$ cat src/rtl/pc_pkg.sv
// Shared types and defaults for the program-counter sequencer.
// Optional interrupt entry is enabled by defining PC_IRQ_EN.
package pc_pkg;

  // Next-PC source selected by the priority encoder each cycle
  typedef enum logic [2:0] {
    PC_HOLD = 3'd0,
    PC_INC  = 3'd1,
    PC_SKIP = 3'd2,
    PC_BR   = 3'd3,
    PC_CALL = 3'd4,
    PC_RET  = 3'd5,
    PC_IRQ  = 3'd6
  } pc_sel_t;

  localparam int unsigned PC_SIZE_DEF     = 6;
  localparam int unsigned STACK_DEPTH_DEF = 4;
  localparam int unsigned RESET_VEC_DEF   = 0;
  localparam int unsigned IRQ_VEC_DEF     = 1;

  // A push into a full stack or a pop from an empty one is a stack fault
  function automatic logic stack_fault(input pc_sel_t sel, input logic full, input logic empty);
    return (((sel == PC_CALL) || (sel == PC_IRQ)) && full) || ((sel == PC_RET) && empty);
  endfunction

endpackage

$ cat src/rtl/pc_stack.sv
// Return-address LIFO. Only the pointer is reset; entry contents persist.
// Push into a full stack and pop from an empty stack are ignored here;
// the parent never asserts push and pop together.
module pc_stack
  import pc_pkg::*;
#(
  parameter int unsigned DEPTH = STACK_DEPTH_DEF,
  parameter int unsigned WIDTH = PC_SIZE_DEF
) (
  input  logic             clk,
  input  logic             rst_n,
  input  logic             push,
  input  logic             pop,
  input  logic [WIDTH-1:0] push_data,
  output logic [WIDTH-1:0] top,
  output logic             full,
  output logic             empty
);

  localparam int unsigned PW = $clog2(DEPTH);
  localparam int unsigned CW = PW + 1;

  logic [CW-1:0]    r_cnt;
  logic [WIDTH-1:0] r_mem [DEPTH];
  logic [PW-1:0]    w_wr_idx;
  logic [PW-1:0]    w_top_idx;
  logic             w_do_push;
  logic             w_do_pop;

  assign full      = (r_cnt == CW'(DEPTH));
  assign empty     = (r_cnt == {CW{1'b0}});
  assign w_do_push = push && !full;
  assign w_do_pop  = pop && !empty;
  assign w_wr_idx  = r_cnt[PW-1:0];
  // Index wraps harmlessly when empty; top is not consumed in that case
  assign w_top_idx = r_cnt[PW-1:0] - {{(PW-1){1'b0}}, 1'b1};
  assign top       = r_mem[w_top_idx];

  // Stack pointer: counts occupied entries, cleared by reset
  always_ff @(posedge clk or negedge rst_n) begin
    if (!rst_n) begin
      r_cnt <= {CW{1'b0}};
    end else if (w_do_push) begin
      r_cnt <= r_cnt + {{(CW-1){1'b0}}, 1'b1};
    end else if (w_do_pop) begin
      r_cnt <= r_cnt - {{(CW-1){1'b0}}, 1'b1};
    end else begin
      r_cnt <= r_cnt;
    end
  end

  // Entry storage: written on accepted push, never reset
  always_ff @(posedge clk) begin
    if (w_do_push) begin
      r_mem[w_wr_idx] <= push_data;
    end
  end

endmodule

$ cat src/rtl/pc_sequencer.sv
// Program-counter sequencer: selects next PC (hold/inc/skip/branch/call/
// return) with a hardware return stack. Define PC_IRQ_EN to add the irq
// input and irq_ack output with single-level interrupt entry.
module pc_sequencer
  import pc_pkg::*;
#(
  parameter int unsigned p_size      = PC_SIZE_DEF,
  parameter int unsigned STACK_DEPTH = STACK_DEPTH_DEF,
  parameter int unsigned RESET_VEC   = RESET_VEC_DEF,
  parameter int unsigned IRQ_VEC     = IRQ_VEC_DEF
) (
  input  logic              Clock,
  input  logic              nReset,
  input  logic              stall,
  input  logic              branch,
  input  logic              branch_abs,
  input  logic [p_size-1:0] target,
  input  logic              call,
  input  logic              ret,
  input  logic              skip,
  output logic [p_size-1:0] address,
`ifdef PC_IRQ_EN
  input  logic              irq,
  output logic              irq_ack,
`endif
  output logic              stack_err
);

  localparam logic [p_size-1:0] W_ONE   = {{(p_size-1){1'b0}}, 1'b1};
  localparam logic [p_size-1:0] W_TWO   = {{(p_size-2){1'b0}}, 2'b10};
  localparam logic [p_size-1:0] W_RESET = p_size'(RESET_VEC);
  localparam logic [p_size-1:0] W_IRQV  = p_size'(IRQ_VEC);

  logic [p_size-1:0] r_pc;
  logic              r_stack_err;
  logic              r_in_service;
  logic              r_irq_ack;

  pc_sel_t           w_sel;
  logic [p_size-1:0] w_pc_next;
  logic [p_size-1:0] w_pc_inc;
  logic [p_size-1:0] w_pc_skip;
  logic [p_size-1:0] w_pc_br;
  logic [p_size-1:0] w_stk_top;
  logic [p_size-1:0] w_push_data;
  logic              w_push;
  logic              w_pop;
  logic              w_full;
  logic              w_empty;
  logic              w_irq_take;

  // Interrupt is only taken when not already in service
`ifdef PC_IRQ_EN
  assign w_irq_take = irq && !r_in_service;
`else
  assign w_irq_take = 1'b0;
`endif

  // Same-width addition gives mod 2^p_size wrap and sign-extended offsets
  assign w_pc_inc  = r_pc + W_ONE;
  assign w_pc_skip = r_pc + W_TWO;
  assign w_pc_br   = branch_abs ? target : (r_pc + target);

  // Priority encoder: stall > irq > ret > call > branch > skip > increment
  always_comb begin
    w_sel = PC_INC;
    if (stall) begin
      w_sel = PC_HOLD;
    end else if (w_irq_take) begin
      w_sel = PC_IRQ;
    end else if (ret) begin
      w_sel = PC_RET;
    end else if (call) begin
      w_sel = PC_CALL;
    end else if (branch) begin
      w_sel = PC_BR;
    end else if (skip) begin
      w_sel = PC_SKIP;
    end else begin
      w_sel = PC_INC;
    end
  end

  // Next-PC mux and stack controls derived from the selection
  always_comb begin
    w_pc_next   = r_pc;
    w_push      = 1'b0;
    w_pop       = 1'b0;
    w_push_data = w_pc_inc;
    case (w_sel)
      PC_HOLD: w_pc_next = r_pc;
      PC_INC:  w_pc_next = w_pc_inc;
      PC_SKIP: w_pc_next = w_pc_skip;
      PC_BR:   w_pc_next = w_pc_br;
      PC_CALL: begin
        w_pc_next   = target;
        w_push      = 1'b1;
        w_push_data = w_pc_inc;
      end
      PC_RET: begin
        w_pop = 1'b1;
        if (w_empty) begin
          w_pc_next = w_pc_inc;
        end else begin
          w_pc_next = w_stk_top;
        end
      end
      PC_IRQ: begin
        // Return lands on the interrupted, not-yet-executed instruction
        w_pc_next   = W_IRQV;
        w_push      = 1'b1;
        w_push_data = r_pc;
      end
      default: w_pc_next = r_pc;
    endcase
  end

  pc_stack #(
    .DEPTH (STACK_DEPTH),
    .WIDTH (p_size)
  ) u_stack (
    .clk       (Clock),
    .rst_n     (nReset),
    .push      (w_push),
    .pop       (w_pop),
    .push_data (w_push_data),
    .top       (w_stk_top),
    .full      (w_full),
    .empty     (w_empty)
  );

  // PC register, sticky stack error, interrupt service flag and ack pulse
  always_ff @(posedge Clock or negedge nReset) begin
    if (!nReset) begin
      r_pc         <= W_RESET;
      r_stack_err  <= 1'b0;
      r_in_service <= 1'b0;
      r_irq_ack    <= 1'b0;
    end else begin
      r_pc        <= w_pc_next;
      r_stack_err <= r_stack_err | stack_fault(w_sel, w_full, w_empty);
      r_irq_ack   <= (w_sel == PC_IRQ);
      if (w_sel == PC_IRQ) begin
        r_in_service <= 1'b1;
      end else if (w_sel == PC_RET) begin
        r_in_service <= 1'b0;
      end else begin
        r_in_service <= r_in_service;
      end
    end
  end

  assign address   = r_pc;
  assign stack_err = r_stack_err;
`ifdef PC_IRQ_EN
  assign irq_ack   = r_irq_ack;
`endif

endmodule

$ cat config.mk
export PLATFORM = sky130hd
export DESIGN_NAME = pc_sequencer
export DESIGN_NICKNAME = d
export VERILOG_FILES = /design/src/rtl/pc_pkg.sv /design/src/rtl/pc_stack.sv /design/src/rtl/pc_sequencer.sv
export SDC_FILE = /design/constraint.sdc
export NUM_CORES = 1
export LEC_CHECK = 0
export ABC_AREA = 1
export BUFFER_PORTS_ARGS = -buffer_cell sky130_fd_sc_hd__buf_2
export CAP_MARGIN = 10
export CORE_MARGIN = 3
export CORE_UTILIZATION = 54
export CTS_CLUSTER_SIZE = 14
export DETAILED_ROUTE_END_ITERATION = 8
export PLACE_DENSITY = 0.83
export SYNTH_ARGS = -nofsm -noshare
export SYNTH_HDL_FRONTEND = slang
export SYNTH_HIERARCHICAL = 1
export SYNTH_SLANG_ARGS = --single-unit
export TNS_END_PERCENT = 10
$ cat constraint.sdc
create_clock -name Clock -period 2.1 [get_ports Clock]
set_input_delay 0 -clock Clock [delete_from_list [all_inputs] [get_ports Clock]]
set_output_delay 0 -clock Clock [all_outputs]
set_load 0.02 [all_outputs]
Word level (Yosys, flattened, before mapping) --
Memory sizes are Yosys's and may differ from the RTL's. Index checks and enable logic that the tools add are counted. W data, S select, Z words.
Storage, ports and cells: word-level logic and storage cells 45, RAM bits 24, input bits 14, output and inout port bits 7, bits in registers 10, memories 1
Cells by class: bitwise operators 1, add/sub/neg operators 6, mux-type cells 15, reductions and logical operators 12, eq/ne operators 7
Memories:
- u_stack.r_mem | words 4, width 6, rd ports 1, clocked after memory_dff 0, wr ports 1, RTL line pc_stack.sv:24 | logic [WIDTH-1:0] r_mem [DEPTH];
Operators by type and width (count):
- $pmux W6 S6 | 1
- $mux W6 | 3
- $mux W3 | 5
- $eq A3 B3 Y1 const B | 4
- $add A6 B1 Y6 const B | 1
- $add A6 B2 Y6 const B | 1
- $add A6 B6 Y6 | 1
- $eq A3 B2 Y1 const B | 2
- $reduce_bool A6 Y1 | 1
- $logic_and A1 B1 Y1 | 4
- $mux W1 | 4
- $mux W2 | 2
- $add A3 B1 Y3 const B | 1
- $eq A3 B1 Y1 const B | 1
- $logic_not A3 Y1 | 1
- $sub A3 B1 Y3 const B | 1
- $logic_not A1 Y1 | 2
- $logic_or A1 B1 Y1 | 2
- $reduce_bool A2 Y1 | 1
- $reduce_or A2 Y1 | 1
- $sub A2 B1 Y2 const B | 1
- $or A1 B1 Y1 | 1

Longest topological paths before layout --
depth in word-level cells 11, mapped depth 13, mapped depth without buffers 12

By module --
The synthesis kept the hierarchy.
By module, submodules not included:
- pc_stack | area each 1191.1 um2, sequential area each 795.8 um2, cells an instance 94, instances 1
- pc_sequencer | area each 1112.3 um2, sequential area each 175.2 um2, cells an instance 196, instances 1

Least setup slack after synthesis --
Ideal clock, no wire load.
path type register -> register, start register u_stack.r_cnt[0], end register r_pc[4], in the netlist address[4], data arrival time 1.874 ns, period minus slack after synthesis 1.991 ns, slack 0.109 ns, library setup time 0.117 ns, required time 1.983 ns, buffers on the path 1, stages on the path, launching flop included 14, cells stage by stage dfrtp_1 > inv_2 > buf_6 > ha_1 > inv_1 > o21ai_1 > o22ai_1 > or2_2 > nand3_1 > nor2_1 > nor2_1 > nand3_1 > nand2_1 > nand2_1
Between the ends: word-level cells in the longest chain between the ends 4, elaborated cells on any way between the ends 5, classes of those cells add/sub: 1; mux: 2; reduce/logical: 1; memory: 1
Ends and longest elaborated chain:
- from (decl) | RTL line pc_stack.sv:23 | logic [CW-1:0] r_cnt;
- from (signal assigned) | RTL line pc_stack.sv:42 | r_cnt <= {CW{1'b0}};
- from (signal assigned) | RTL line pc_stack.sv:44 | r_cnt <= r_cnt + {{(CW-1){1'b0}}, 1'b1};
- from (signal assigned) | RTL line pc_stack.sv:46 | r_cnt <= r_cnt - {{(CW-1){1'b0}}, 1'b1};
- $sub A2 B1 Y2 | RTL line pc_stack.sv:36 | assign w_top_idx = r_cnt[PW-1:0] - {{(PW-1){1'b0}}, 1'b1};
- named net u_stack.w_top_idx[0] | RTL line pc_stack.sv:26 | logic [PW-1:0] w_top_idx;
- $mem_v2 Z4 W6
- named net w_stk_top[4] | RTL line pc_sequencer.sv:44 | logic [p_size-1:0] w_stk_top;
- $mux W6 | RTL line pc_sequencer.sv:102 | if (w_empty) begin
- $pmux W6 S6 | RTL line pc_sequencer.sv:90 | case (w_sel)
- to (signal assigned) | RTL line pc_sequencer.sv:140 | r_pc <= w_pc_next;
- to (decl) | RTL line pc_sequencer.sv:34 | logic [p_size-1:0] r_pc;
The timed path passes the listed nets, and every way through them passes these cells. A chain may end at the register's enable or synchronous reset.

Final worst setup path --
start register u_stack.r_cnt[1], end register r_pc[4], in the netlist address[4]
Between the ends: word-level cells in the longest chain between the ends 4, elaborated cells on any way between the ends 5, classes of those cells add/sub: 1; mux: 2; reduce/logical: 1; memory: 1
Ends and longest elaborated chain (RTL line):
- $sub A2 B1 Y2 | pc_stack.sv:36
- $mem_v2 Z4 W6
- named net w_stk_top[4] | pc_sequencer.sv:44
- $mux W6 | pc_sequencer.sv:102
- $pmux W6 S6 | pc_sequencer.sv:90
The timed path passes the listed nets, and every way through them passes these cells.

==> metrics list <==
* Number of antenna violations at the first check in global routing: 0
- The die covers 5090 µm².
- At the later pin of the worst-skew pair, clock insertion delay measures 0.28 ns.
- In this run the critical register-to-register path is launched from u_stack/r_cnt[1].
* Hold Crit Class: in2reg
- Count of input and output buffers: 20
- Sum of routed wire length over all layers: 4990 µm
* Max-capacitance violation count: 0
- Setup violations remaining at the end of the flow were counted as 0.
- The detailed router used layers up to and including met4.
- In this run the register-to-register setup slack is 0.20 ns.
- First-iteration detailed-routing DRC count: 146
* Average instance area after synthesis: 7.94 µm²
- The longest clock path from root to sink contains 2 buffers.
- Summed over all instances, the cell type with the most area after synthesis is edfxtp_1.
* Root cell of the clock tree: clkbuf_8
* Vias after detailed routing: 1986
* Crit share post-route: 90.7%
- Power density over the cells: 1240 nW/µm²
* Cell depth of the worst min-delay path: 4
- On the critical path, the stage with the largest delay is an instance of ha_1.
- HPWL after detailed placement: 3850 µm
- At the pin with the least slew margin, the transition time is 0.424 ns.
* Cells after DPL: 366
- Relative to the synthesized area, the layout overhead comes to 12.8%.
- Measured on the finished design, the core utilization comes to 64.0%.
- Endpoint of the worst register-to-register path: address[4]
- Clock tree from TritonCTS: done
- CP required: 2.28 ns
* Vias per Instance: 5.30
- During I/O placement, the number of pins put on the boundary was 21.
- Summed over all layers, the global routing overflow is 0.
- The number of nets handed over by synthesis was 317.
* Post-route setup TNS: 0 ns
- The worst path in the final design needs a cycle of 1.90 ns, including I/O delays and setup.
* DRC Markers: 0
- Net total in the final layout: 351
- Final antenna diode count: 0
- Routed wirelength normalized by instance count: 13.3 µm
- The number of clock buffers added by TritonCTS is 5.
* Cells traversed along the worst timing path: inv_1 > ha_1 > inv_1 > o21ai_1 > o22ai_1 > or2_2 > nand3_1 > nor2_1 > nor2_1 > nand3_1 > nand2_1 > nand2_1
* Post-route insts no fill: 375
* Final hold vios: 0
- For this run, the total global-route usage over all layers was measured as 20.7%.
- Unrepaired setup endpoints after global routing: false
* Layout fillers: 335
* Outcome: finished clean
- In this run the biggest area consumer among cell types represents 31.3% of the synthesized area.
* Final setup slack of the worst path: 0.196 ns
- VDD sags by at most 0.733 mV.
* Syn Std Cell Area: 2300 µm²
- On the worst path, the slowest cell contributes a delay of 0.41 ns.
* Setup Buffers After CTS: 0
- Yosys reg bits: 34
- Clock sinks: 34
- Rows: 23
- During synthesis, Yosys emitted a total of 6 warnings.
- The path with the worst hold slack has its endpoint at address[4].
- CTS H-tree depth: 2
- Max Clk Rate: 525 MHz
- Wire segments on met3 add up to 264 µm in the final route.
* Pin count of the biggest net entering global routing: 17
- Wire length the detailed router placed on met1: 2140 µm
- The cell count after synthesis came out at 290.
- The synthesized netlist contains 29 unique library cells.
- Weighted congestion reported at the end of routability-driven placement: 0.910
- In this run the most critical hold path is launched from stall.
- Initial Utilization: 56.8%
- The pre-antenna-repair detailed-routing pass consisted of 4 iterations.
- Number of max-slew violations in the final report: 0
* Placement Setup Slack: 0.195 ns
- Yosys attributes the largest share of cell area to edfxtp_1 31%, nand2_1 12%, dfrtp_1 11%.
- Sequential element share of the synthesized area: 42.2%
- The worst setup path is captured at a flip-flop.
* Die boundary width: 71.3 µm
- The via count of the first global-routing pass was 1890.
- Final setup skew: 0.00226 ns
* Headroom to the max-slew limit: 71.6%
* Number of cell instances on the worst register-to-register path: 12
- From bottom edge to top edge, the die measures 71.3 µm.
- The floorplan step defined a core boundary enclosing 4060 µm².
- Number of nets still failing antenna checks after routing: 0
- The setup path with the least slack is of type reg2reg.
- Clock-pin slew on the worst setup and hold paths: 0.06 ns
- Of all nets on the critical path, the largest fanout is 7.
* Kind of start point of the critical path: flip-flop
* Met2 WL: 2500 µm
- Data arrival time of the critical path: 2.08 ns
* Share of final-layout standard cells stronger than drive strength 1: 19.4%
- The first global-routing pass estimated 8250 µm of wire.
- Static Leakage: 1.23 nW
==> stage by stage <==
step           power (mW)  area, µm²  hold WS (ns)
6_report             3.21       2600        0.0331
5_1_grt              3.47       2600        0.0430
4_1_cts              3.21       2600        0.0283
3_5_place_dp         2.76       2510        -0.116
3_3_place_gp         2.71       2510        -0.120
2_1_floorplan        2.28       2300        -0.296
==> cells in the mapped netlist <==
| cell | n |
|---|---|
| xor2_1 | 4 |
| dfrtp_1 | 10 |
| o21ai_2 | 2 |
| a21oi_1 | 6 |
| inv_1 | 37 |
| nand3b_1 | 2 |
| nor2_4 | 3 |
| inv_4 | 1 |
| edfxtp_1 | 24 |
| inv_2 | 5 |
| or2_2 | 2 |
| xor2_2 | 1 |
| buf_4 | 2 |
| o22ai_1 | 6 |
| nand3_1 | 23 |
| clkbuf_1 | 1 |
| buf_6 | 2 |
| a21oi_2 | 1 |
| nand4_1 | 6 |
| nand3_4 | 1 |
| ha_1 | 11 |
| nand2_1 | 71 |
| o21ai_1 | 9 |
| o21ai_0 | 11 |
| nand2_2 | 6 |
| nor2_1 | 37 |
| fa_1 | 2 |
| nand2_4 | 1 |
| nor2_2 | 3 |
==> flip-flops by register name (all words and copies together), names as in the netlist <==
name	count
u_stack/r_mem	24
address	6
u_stack/r_cnt	3
stack_err	1
==> cell families (layout without fill, tap and decap cells) <==
family / Yosys count / after routing / synth area share [%]
adders and majority gates: 13 / 13 / 7.71
xor gates and xnor gates: 5 / 5 / 2.23
AOI/OAI and AO/OA: 35 / 35 / 8.42
buffers and inverters: 48 / 83 / 8.91
and+or+nand+nor: 155 / 155 / 30.6
DFF: 34 / 34 / 42.2
==> power by group <==
part           total (mW)  switching, mW  internal (mW)
registers            1.05          0.134          0.915
clock network       0.443          0.216          0.227
logic                1.72           1.07          0.650
==> worst max path at each step <==
stage	from	endpoint	cells after the start
finish	u_stack/r_cnt[1]	address[4]	12
detailed placement	u_stack/r_cnt[1]	address[4]	12
floorplan	u_stack/r_cnt[0]	address[4]	13
global route	u_stack/r_cnt[1]	address[4]	12
CTS	u_stack/r_cnt[1]	address[4]	12
global placement	u_stack/r_cnt[1]	address[4]	12
==> per-layer routing <==
metal | global-route usage [%] | vias to the layer above
li1 | - | 1008
met1 | 25.9 | 903
met2 | 36.1 | 62
met3 | 3.37 | 13
met4 | 7.52 | 0
met5 | 0 | -
==> critical path: cells and delay by family (launching register included) <==
| kind | cells | cell delay, ns |
|---|---|---|
| flops | 1 | 0.40 |
| fa+ha+maj | 1 | 0.41 |
| compound gates | 2 | 0.15 |
| buf+inv | 2 | 0.19 |
| simple gates | 7 | 0.66 |
==> area by class of cell <==
type                    count  area, µm²  share of cell area [%]
multi-input cells         208       1130                    43.4
flip-flops and latches     34        971                    37.4
repair buffers             32        193                    7.41
inverters                  43        164                    6.31
clock buffers               6       72.6                    2.79
well taps                  50       62.6                    2.41
clock inverters             2       8.76                   0.337
==> timing repair <==
action / CTS / global route
hold buffers: 1 / 0
gates resized for setup: 0 / 0
endpoints found under the hold margin: 10 / 0
==> cells in the final DEF, fill, tap and decap left out, types with 9 or more instances in the layout <==
master     n
edfxtp_1  24
nand3_1   23
nand2_1   71
dfrtp_1   10
inv_1     37
o21ai_1    9
buf_2     20
ha_1      11
buf_4     11
nor2_1    37
o21ai_0   11
Note: power is estimated with default switching activity, not from simulation.
